==> src/rtl/mem_arbiter.sv <==
// Two-core arbiter onto a single shared memory with separate read and write ports.
// Round-robin arbitration on each port; read returns are routed back by a latency-matched tag pipe.
module mem_arbiter #(
  parameter int RD_LAT = 2
) (
  input  logic        clk,
  input  logic        rst_n,
  input  logic        c0_ren,
  input  logic [14:0] c0_raddr,
  output logic        c0_rgnt,
  output logic        c0_rvalid,
  output logic [15:0] c0_rdata,
  input  logic        c0_wen,
  input  logic [14:0] c0_waddr,
  input  logic [15:0] c0_wdata,
  output logic        c0_wgnt,
  input  logic        c1_ren,
  input  logic [14:0] c1_raddr,
  output logic        c1_rgnt,
  output logic        c1_rvalid,
  output logic [15:0] c1_rdata,
  input  logic        c1_wen,
  input  logic [14:0] c1_waddr,
  input  logic [15:0] c1_wdata,
  output logic        c1_wgnt,
  output logic [14:0] m_raddr,
  input  logic [15:0] m_rdata,
  output logic        m_wen,
  output logic [14:0] m_waddr,
  output logic [15:0] m_wdata
);

  typedef struct packed {
    logic vld;
    logic core;
  } tag_t;

  logic                    rptr_q, rptr_d;
  logic                    wptr_q, wptr_d;
  logic [14:0]             raddr_q, raddr_d;
  logic [15:0]             c0_rdata_q, c0_rdata_d;
  logic [15:0]             c1_rdata_q, c1_rdata_d;
  tag_t [RD_LAT-1:0]       tag_q, tag_d;

  logic        r_any, w_any, r_win, w_win, r_hit, r_go;
  logic [14:0] r_addr;

  // Arbitration: grants are suppressed while reset is held.
  always_comb begin
    r_any   = rst_n & (c0_ren | c1_ren);
    w_any   = rst_n & (c0_wen | c1_wen);
    r_win   = (c0_ren & c1_ren) ? rptr_q : c1_ren;
    w_win   = (c0_wen & c1_wen) ? wptr_q : c1_wen;
    r_addr  = r_win ? c1_raddr : c0_raddr;
    m_waddr = w_win ? c1_waddr : c0_waddr;
    m_wdata = w_win ? c1_wdata : c0_wdata;
    m_wen   = w_any;
    // A read colliding with this cycle's write waits so it observes the new data.
    r_hit   = w_any & (r_addr == m_waddr);
    r_go    = r_any & ~r_hit;
    c0_wgnt = w_any & ~w_win;
    c1_wgnt = w_any & w_win;
    c0_rgnt = r_go & ~r_win;
    c1_rgnt = r_go & r_win;
    m_raddr = r_go ? r_addr : raddr_q;
  end

  always_comb begin
    raddr_d  = m_raddr;
    rptr_d   = r_go ? ~r_win : rptr_q;
    wptr_d   = w_any ? ~w_win : wptr_q;
    tag_d    = tag_q;
    tag_d[0] = '{vld: r_go, core: r_win};
    for (int i = 1; i < RD_LAT; i++) begin
      tag_d[i] = tag_q[i-1];
    end
  end

  // Return routing from the oldest tag; rdata holds between returns.
  always_comb begin
    c0_rvalid  = tag_q[RD_LAT-1].vld & ~tag_q[RD_LAT-1].core;
    c1_rvalid  = tag_q[RD_LAT-1].vld & tag_q[RD_LAT-1].core;
    c0_rdata   = c0_rvalid ? m_rdata : c0_rdata_q;
    c1_rdata   = c1_rvalid ? m_rdata : c1_rdata_q;
    c0_rdata_d = c0_rdata;
    c1_rdata_d = c1_rdata;
  end

  always_ff @(posedge clk or negedge rst_n) begin
    if (!rst_n) begin
      rptr_q     <= 1'b0;
      wptr_q     <= 1'b0;
      raddr_q    <= '0;
      c0_rdata_q <= '0;
      c1_rdata_q <= '0;
      tag_q      <= '0;
    end else begin
      rptr_q     <= rptr_d;
      wptr_q     <= wptr_d;
      raddr_q    <= raddr_d;
      c0_rdata_q <= c0_rdata_d;
      c1_rdata_q <= c1_rdata_d;
      tag_q      <= tag_d;
    end
  end

endmodule

==> config.mk <==
export PLATFORM = sky130hd
export DESIGN_NAME = mem_arbiter
export DESIGN_NICKNAME = d
export VERILOG_FILES = /design/src/rtl/mem_arbiter.sv
export SDC_FILE = /design/constraint.sdc
export NUM_CORES = 1
export LEC_CHECK = 0
export ABC_AREA = 1
export BUFFER_PORTS_ARGS = -buffer_cell sky130_fd_sc_hd__buf_4
export CORE_MARGIN = 5
export CORE_UTILIZATION = 42
export CTS_CLUSTER_DIAMETER = 60
export DETAILED_ROUTE_END_ITERATION = 16
export PLACE_DENSITY_LB_ADDON = 0.2
export SYNTH_ARGS = -nofsm -noshare
export SYNTH_HDL_FRONTEND = slang
export SYNTH_SLANG_ARGS = --single-unit
==> constraint.sdc <==
create_clock -name clk -period 3 [get_ports clk]
set_clock_uncertainty 0.15 [all_clocks]
set_input_delay 0.6 -clock clk [delete_from_list [all_inputs] [get_ports clk]]
set_output_delay 0.6 -clock clk [all_outputs]
set_load 0.1 [all_outputs]
==> out/results.ini, run 1 <==
[power_and_ir_drop]
leakagePower_nw=3.75
power_frac_comb=0.666
p_int_w=0.00176
p_sw_w=0.00216
ir_worst_vdd_mv=0.429
powerDensity_nw_per_um2=570
switching_share=0.552
p_seq_frac=0.228
clockPowerShare=0.106
p_total_w=0.00392

[floorplanning]
fp.dieW_um=101
core_um2=8130
start_util=0.425
die_y_um=101
io_pins=199
die_area_um2=10100
rows=33

[placed_design]
place.port_buffers=198
dp_hpwl_um=10300
numPlacedInstances=873
place_congestion=0.857
placed_cell_area_um2=6290

[sta]
fmax_mhz=310
min_period_over_period=1.08
layout_setup_ws_ns=-0.226
period_needed_ns=3.23
setup_violations=17
hold_violations=0
timing.slew.headroom=0.607
rsz0062_at_grt=true
tightestPinTransition_ns=0.590
report.final.slew_viol_count=0

[layout]
final_util=0.845
area_delta_synth_final_pct=98.7
nets=899
design_area_um2=6870
fin_cells=891
drive_gt1_frac=0.504
antenna_cells=0
fill_cells=474

[clock_tree]
cts_sinks=53
cts.clk_slew.worst_paths_ns=0.10
clockRootBuffer=clkbuf_8
holdBufCountCts=0
worstSkewPairLatency_ns=0.31
cts-htree-levels=2
cts_tree=built
clock_path_buffers=2
cts_buffers=5

[status]
status=finished, violations left
violations=negative setup slack

[worst_setup_path]
reg2reg_to=raddr_q[2]
worstSetupPathType=input pin to output port
cp-end-kind=output port
crit_top_cell=nand2_8
path_buf_inv=4
crit_family=simple AND/OR/NAND/NOR gates
critical_path_arrival_ns=2.48
crit_fanout=8
critPathLaunchType=input pin
timing.reg2reg.setup_slack_ns=0.77
max_stage_delay_ns=0.17
r2r_start=wptr_q
slowest_stage=buf_12
worst_r2r_path_depth=15
path_cells=buf_4 > nand2_8 > nand2_8 > buf_12 > nand2_4 > nand2_8 > nand2_1 > nand2_1 > nor2_2 > nand2_1 > nor2_2 > nand2_4 > nand2_8 > buf_12 > nand2_4 > nand2_8 > buf_12
worst_ep_required_time_ns=2.25

[logic_synthesis]
synthAdderAreaFrac=0
yosys-top-cells-area=dfrtp_1 (38%), nand2_1 (29%), inv_1 (6.7%), nand3_1 (6.7%), nand3b_1 (5.0%)
ys_types=19
synth_top_family_by_area=simple AND/OR/NAND/NOR gates
synth.largest_area_cell=dfrtp_1
synth_fp_nets=652
synth_compound_area_frac=0.0499
synth_area_um2=3460
postSynthAreaPerCell_um2=6.43
synthMuxAreaShare=0
synth_xor_xnor_area_share=0
syn_inst=538
yosysSeqAreaShare=0.384
synth-simple-area-share=0.445
synth_top_area_frac=0.384
yosys_warnings=0
synth_seq_cells=53

[drt]
viasPerCell=5.05
drc_errors=0
first_iter_violations=316
wirelength_um=14300
dr.pass1.iters=5
wire_per_inst_um=16.0
vias=4502
ant_nets=0

[grt]
grt_pass1_vias=4561
gr-total-overflow=0
grt_first_pass_wirelength_um=21700
grt_use_total=0.269
grt_max_degree=47
antenna_found_initial=0

[run]
max_cap_violations=0

[hold_path]
hold_class=input pin to asynchronous set/reset pin

## power groups by stage
stage / registers, W / logic (W) / clock network [W]
floorplan: 0.000898 / 0.00184 / 0
global placement: 0.000899 / 0.00239 / 0
detailed placement: 0.000904 / 0.00242 / 0
CTS: 0.000891 / 0.00257 / 0.000429
global route: 0.000902 / 0.00272 / 0.000458
finish: 0.000892 / 0.00261 / 0.000415
## routing by layer
| metal | track usage | up-vias | wire (µm) | share of wire |
|---|---|---|---|---|
| li1 | - | 2143 | - | - |
| met1 | 0.311 | 2081 | 5030 | 0.35 |
| met2 | 0.489 | 232 | 7520 | 0.53 |
| met3 | 0.0561 | 46 | 1250 | 0.088 |
| met4 | 0.0912 | 0 | 481 | 0.034 |
| met5 | 0 | - | 0 | 0 |
## worst max-delay path by stage
stage               startpoint           to  slack [ns]  cells after the start
finish                  c0_wen   m_raddr[2]       -0.23                     17
floorplan             tag_q[2]  c1_rdata[0]       -0.55                      3
CTS                     c0_wen   m_raddr[2]       -0.13                     17
global route            rptr_q   m_raddr[2]       -0.39                     16
global placement        c0_ren  m_raddr[14]       -0.19                     17
detailed placement      c0_ren  m_raddr[10]       -0.24                     15
## cell usage after synthesis, drive strengths merged
| cell | instances |
|---|---|
| nand2 | 273 |
| inv | 63 |
| dfrtp | 53 |
| nand3 | 46 |
| o21ai | 33 |
| nand3b | 23 |
| buf | 19 |
| nor2 | 17 |
| clkbuf | 9 |
| clkinv | 1 |
| o21bai | 1 |
## sequential cells by signal, summed over array words and instances, names as in the netlist
register and count:
c0_rdata_q 16, c1_rdata_q 16, raddr_q 15, tag_d 2
tag_q 2, rptr_q 1, wptr_q 1
## what timing repair did
item                                    in CTS  in global routing
pin swaps                                   10                  6
gates resized for setup                     72                 11
endpoints found under the setup margin      17                 17
setup buffers                                5                  1
gates cloned                                 2                  2
hold endpoints to repair                     0                  0
## per-stage QoR
stage / hold slack (ns) / TNS [ns] / setup WS (ns)
6_report: 0.0765 / -3.02 / -0.226
5_1_grt: 0.0715 / -5.83 / -0.385
4_1_cts: 0.0753 / -1.78 / -0.135
3_5_place_dp: 0.186 / -3.59 / -0.241
3_3_place_gp: 0.183 / -2.67 / -0.187
2_1_floorplan: 0.154 / -21.86 / -0.554
## cells in the final DEF (no fill, tap or decap), drive strengths merged, types with 3 or more instances in the layout
cell type  instances
dfrtp             53
nand3             46
clkinvlp           3
nand3b            23
clkbuf             7
o21ai             33
nor2              17
nand2            274
inv               62
buf              265
## layout make-up
class | instances | area (µm²) | area share
clock inverter | 3 | 25.0 | 0.00364
sequential | 53 | 1330 | 0.193
inverter | 64 | 248 | 0.0361
clock buffer | 5 | 68.8 | 0.0100
timing repair buffer | 267 | 2420 | 0.352
tap | 105 | 131 | 0.0191
multi-input combinational | 394 | 2650 | 0.386
## cell families (layout without fill, tap and decap cells)
logic type / after synthesis / in the layout
buf+inv: 92 / 339
flops: 53 / 53
simple gates: 359 / 360
compound gates: 34 / 34
Power figures use the tool's default switching activity.
==> run 2, diff against run 1 <==
Settings changed: ABC_AREA 1 to 0.
==> run 2 against run 1 <==
- largest power group unchanged
- setup slack got worse by 0.39 ns
- non-clock buffer count decreased by 12
- die area decreased by 11%
- flip-flop and latch count unchanged
- final area decreased by 16%
- synthesized cell count decreased by 51%
- first-iteration DRC count decreased by 47%
- critical path depth decreased by 7
- the run still ends with negative setup slack left
- utilization decreased by 4.0 points
==> out/results.ini, run 2 <==
[layout]
fill_cells=469  ; -1.1%
top_regs=c0_rdata_q: 16 flops, c1_rdata_q: 16 flops, raddr_q: 15 flops
final_common_cell=buf_4
nets=626  ; -30%
drive_gt1_frac=0.731  ; +0.227
antenna_cells=0  ; unchanged
area_delta_synth_final_pct=89.7
layout_common_cells=buf_4 (231), mux2_2 (56), dfrtp_1 (53)

[grt]
antenna_found_initial=0  ; unchanged
grt_pass1_vias=3423  ; -25%
grt_use_total=0.247  ; -0.0218
gr-total-overflow=0  ; unchanged
grt_first_pass_wirelength_um=17200  ; -21%
grt_max_degree=54  ; +15%

[clock_tree]
cts.clk_slew.worst_paths_ns=0.10  ; about the same
cts_buffers=5  ; unchanged
cts-htree-levels=2  ; unchanged
holdBufCountCts=0  ; unchanged
cts_sinks=53  ; unchanged
clock_path_buffers=2  ; unchanged
worstSkewPairLatency_ns=0.30  ; about the same
cts_tree=built
clockRootBuffer=clkbuf_8

[logic_synthesis]
synth_area_um2=3030  ; -12%
yosysSeqAreaShare=0.438  ; +0.0547
yosysMostFrequentCell=mux2_2
yosys-top-cells-area=dfrtp_1 (44%), mux2_2 (23%), mux2i_1 (4.6%), a221oi_1 (4.1%), and3_1 (2.9%)
synth_top_area_frac=0.438  ; +0.0547
ys_async_sr_fraction=1.00  ; unchanged
ys.flop_type=dfrtp_1
synth_edf_count=0  ; unchanged
synth_seq_cells=53  ; unchanged
synth.largest_area_cell=dfrtp_1
synth_fp_nets=376  ; -42%
synth_common_cells=mux2_2 (62), dfrtp_1 (53), o21ai_0 (16), nand2_1 (15)
syn_inst=262  ; -51%
postSynthAreaPerCell_um2=11.6  ; +80%
ys_types=31  ; +12
yosys_warnings=0  ; unchanged

[power_and_ir_drop]
p_total_w=0.00393  ; +0.28%
switching_share=0.524  ; -0.0272
p_seq_frac=0.226  ; -0.002
ir_worst_vdd_mv=0.423  ; -1.5%
p_sw_w=0.00206  ; -4.7%
p_int_w=0.00187  ; +6.4%
leakagePower_nw=2.80  ; -25%
powerDensity_nw_per_um2=684  ; +20%
power_frac_comb=0.649  ; -0.017
clockPowerShare=0.125  ; +0.019

[worst_setup_path]
worst_ep_required_time_ns=2.25  ; about the same
critical_path_arrival_ns=2.86  ; +0.38 ns
reg2reg_to=rptr_q
max_stage_delay_ns=0.38  ; +0.21 ns
path_cells=buf_4 > and2b_2 > o21ai_0 > a221oi_2 > nor4_1 > and4_4 > a31oi_4 > buf_12 > mux2_4 > buf_12
cp-end-kind=output port
timing.reg2reg.setup_slack_ns=0.29  ; -0.48 ns
crit_top_cell=buf_12
worstSetupPathType=input pin to output port
critical_path.startpoint=c0_wen
slowest_stage=o21ai_0
critPathLaunchType=input pin
worst_r2r_path_depth=9  ; -6
r2r_start=wptr_q
crit_end=m_raddr[7]
crit_fanout=7  ; -1

[status]
violations=negative setup slack
status=finished, violations left

[sta]
setup_violations=17  ; unchanged
hold_ws_ns=0.221  ; +0.145 ns
report.final.slew_viol_count=0  ; unchanged
hold_violations=0  ; unchanged
timing.slew.headroom=0.434  ; -0.173
fmax_mhz=277  ; -11%
min_period_over_period=1.20  ; +0.129
period_needed_ns=3.61  ; +0.386 ns
rsz0062_at_grt=true
tightestPinTransition_ns=0.849  ; +0.260 ns
layout_setup_ws_ns=-0.612  ; -0.386 ns

[floorplanning]
io_pins=199  ; unchanged
rows=31  ; -6.1%
die_y_um=94.9  ; -5.8%
core_um2=7140  ; -12%
die_area_um2=9000  ; -11%
start_util=0.424  ; -0.00108
fp.dieW_um=94.9  ; -5.8%

[drt]
wirelength_um=11500  ; -20%
vias=3186  ; -29%
drc_errors=0  ; unchanged
dr.pass1.iters=4  ; -1
viasPerCell=5.21  ; +3.0%
wire_per_inst_um=18.8  ; +17%
ant_nets=0  ; unchanged
first_iter_violations=168  ; -47%

[placed_design]
place.port_buffers=198  ; unchanged
place_congestion=0.826  ; -3.6%
dp_hpwl_um=8330  ; -19%

[run]
max_cap_violations=0  ; unchanged

[hold_path]
hold_class=register to register

==> run 2: cell types whose count changed after synthesis, sizes merged, moves of 16 or more <==
cell,previous run,this run
nand3,46,14
mux2i,0,16
nand2,273,17
inv,63,14
o21ai,33,16
mux2,0,64
nand3b,23,0
==> run 2: worst min-delay path by stage <==
stage / from / end / slack, ns / depth (start not counted)
2_1_floorplan: rst_n / c0_rdata_q[0] / 0.15 / 0
3_3_place_gp: tag_d[3] / tag_q[3] / 0.19 / 0
3_5_place_dp: tag_d[3] / tag_q[3] / 0.19 / 0
4_1_cts: tag_d[3] / tag_q[3] / 0.21 / 0
5_1_grt: tag_d[3] / tag_q[3] / 0.23 / 0
6_report: tag_d[2] / tag_q[2] / 0.22 / 0
==> run 2: critical path: cells and delay by family <==
family | cells | cell delay [ns]
compound gates | 3 | 0.63
buf+inv | 3 | 0.49
mux | 1 | 0.32
simple gates | 3 | 0.83
==> run 2: what timing repair did <==
item / in CTS / in global routing
setup endpoints to repair: 17 / 17
gates resized for setup: 59 / 34
cloned: 1 / 0
buffers inserted: 5 / 0
pin swaps: 2 / 1
==> run 2: power by group through the flow <==
stage | combinational [W] | sequential, W | clock [W]
floorplan | 0.00179 | 0.000887 | 0
global placement | 0.00233 | 0.000892 | 0
global route | 0.00263 | 0.000901 | 0.000528
detailed placement | 0.00235 | 0.000900 | 0
CTS | 0.00248 | 0.000886 | 0.000503
finish | 0.00255 | 0.000887 | 0.000491
==> run 2: area by class of cell <==
class | instances | area (µm²) | area share
inverter | 14 | 65.1 | 0.0113
multi-input combinational | 183 | 1910 | 0.333
clock buffer | 6 | 72.6 | 0.0126
tap | 99 | 124 | 0.0216
sequential | 53 | 1330 | 0.231
timing repair buffer | 255 | 2200 | 0.383
clock inverter | 2 | 38.8 | 0.00676
==> run 2: kinds of logic after synthesis <==
logic type                after synthesis  synth area share
buffers and inverters                  27            0.0430
AOI/OAI and AO/OA                      32            0.0757
and+or+nand+nor                        62             0.124
muxes                                  80             0.296
xor gates and xnor gates                8            0.0232
DFF                                    53             0.438
==> run 2: metrics by stage <==
step / area [µm²] / util / setup TNS [ns] / instances / setup slack, ns
4_1_cts: 5570 / 0.781 / -8.36 / 612 / -0.549
3_5_place_dp: 5160 / 0.723 / -9.14 / 598 / -0.575
6_report: 5740 / 0.805 / -9.37 / 612 / -0.612
5_1_grt: 5740 / 0.805 / -10.66 / 612 / -0.687
2_1_floorplan: 3200 / - / -14.55 / 262 / -0.783
3_3_place_gp: 5160 / 0.723 / -9.28 / 598 / -0.572
==> run 2: per-layer routing <==
metal / track usage / share of wire / up-vias / wire (µm)
li1: - / - / 1451 / -
met3: 0.0566 / 0.080 / 32 / 924
met5: 0 / 0 / - / 0
met2: 0.446 / 0.53 / 170 / 6100
met4: 0.0709 / 0.026 / 0 / 295
met1: 0.291 / 0.36 / 1533 / 4170
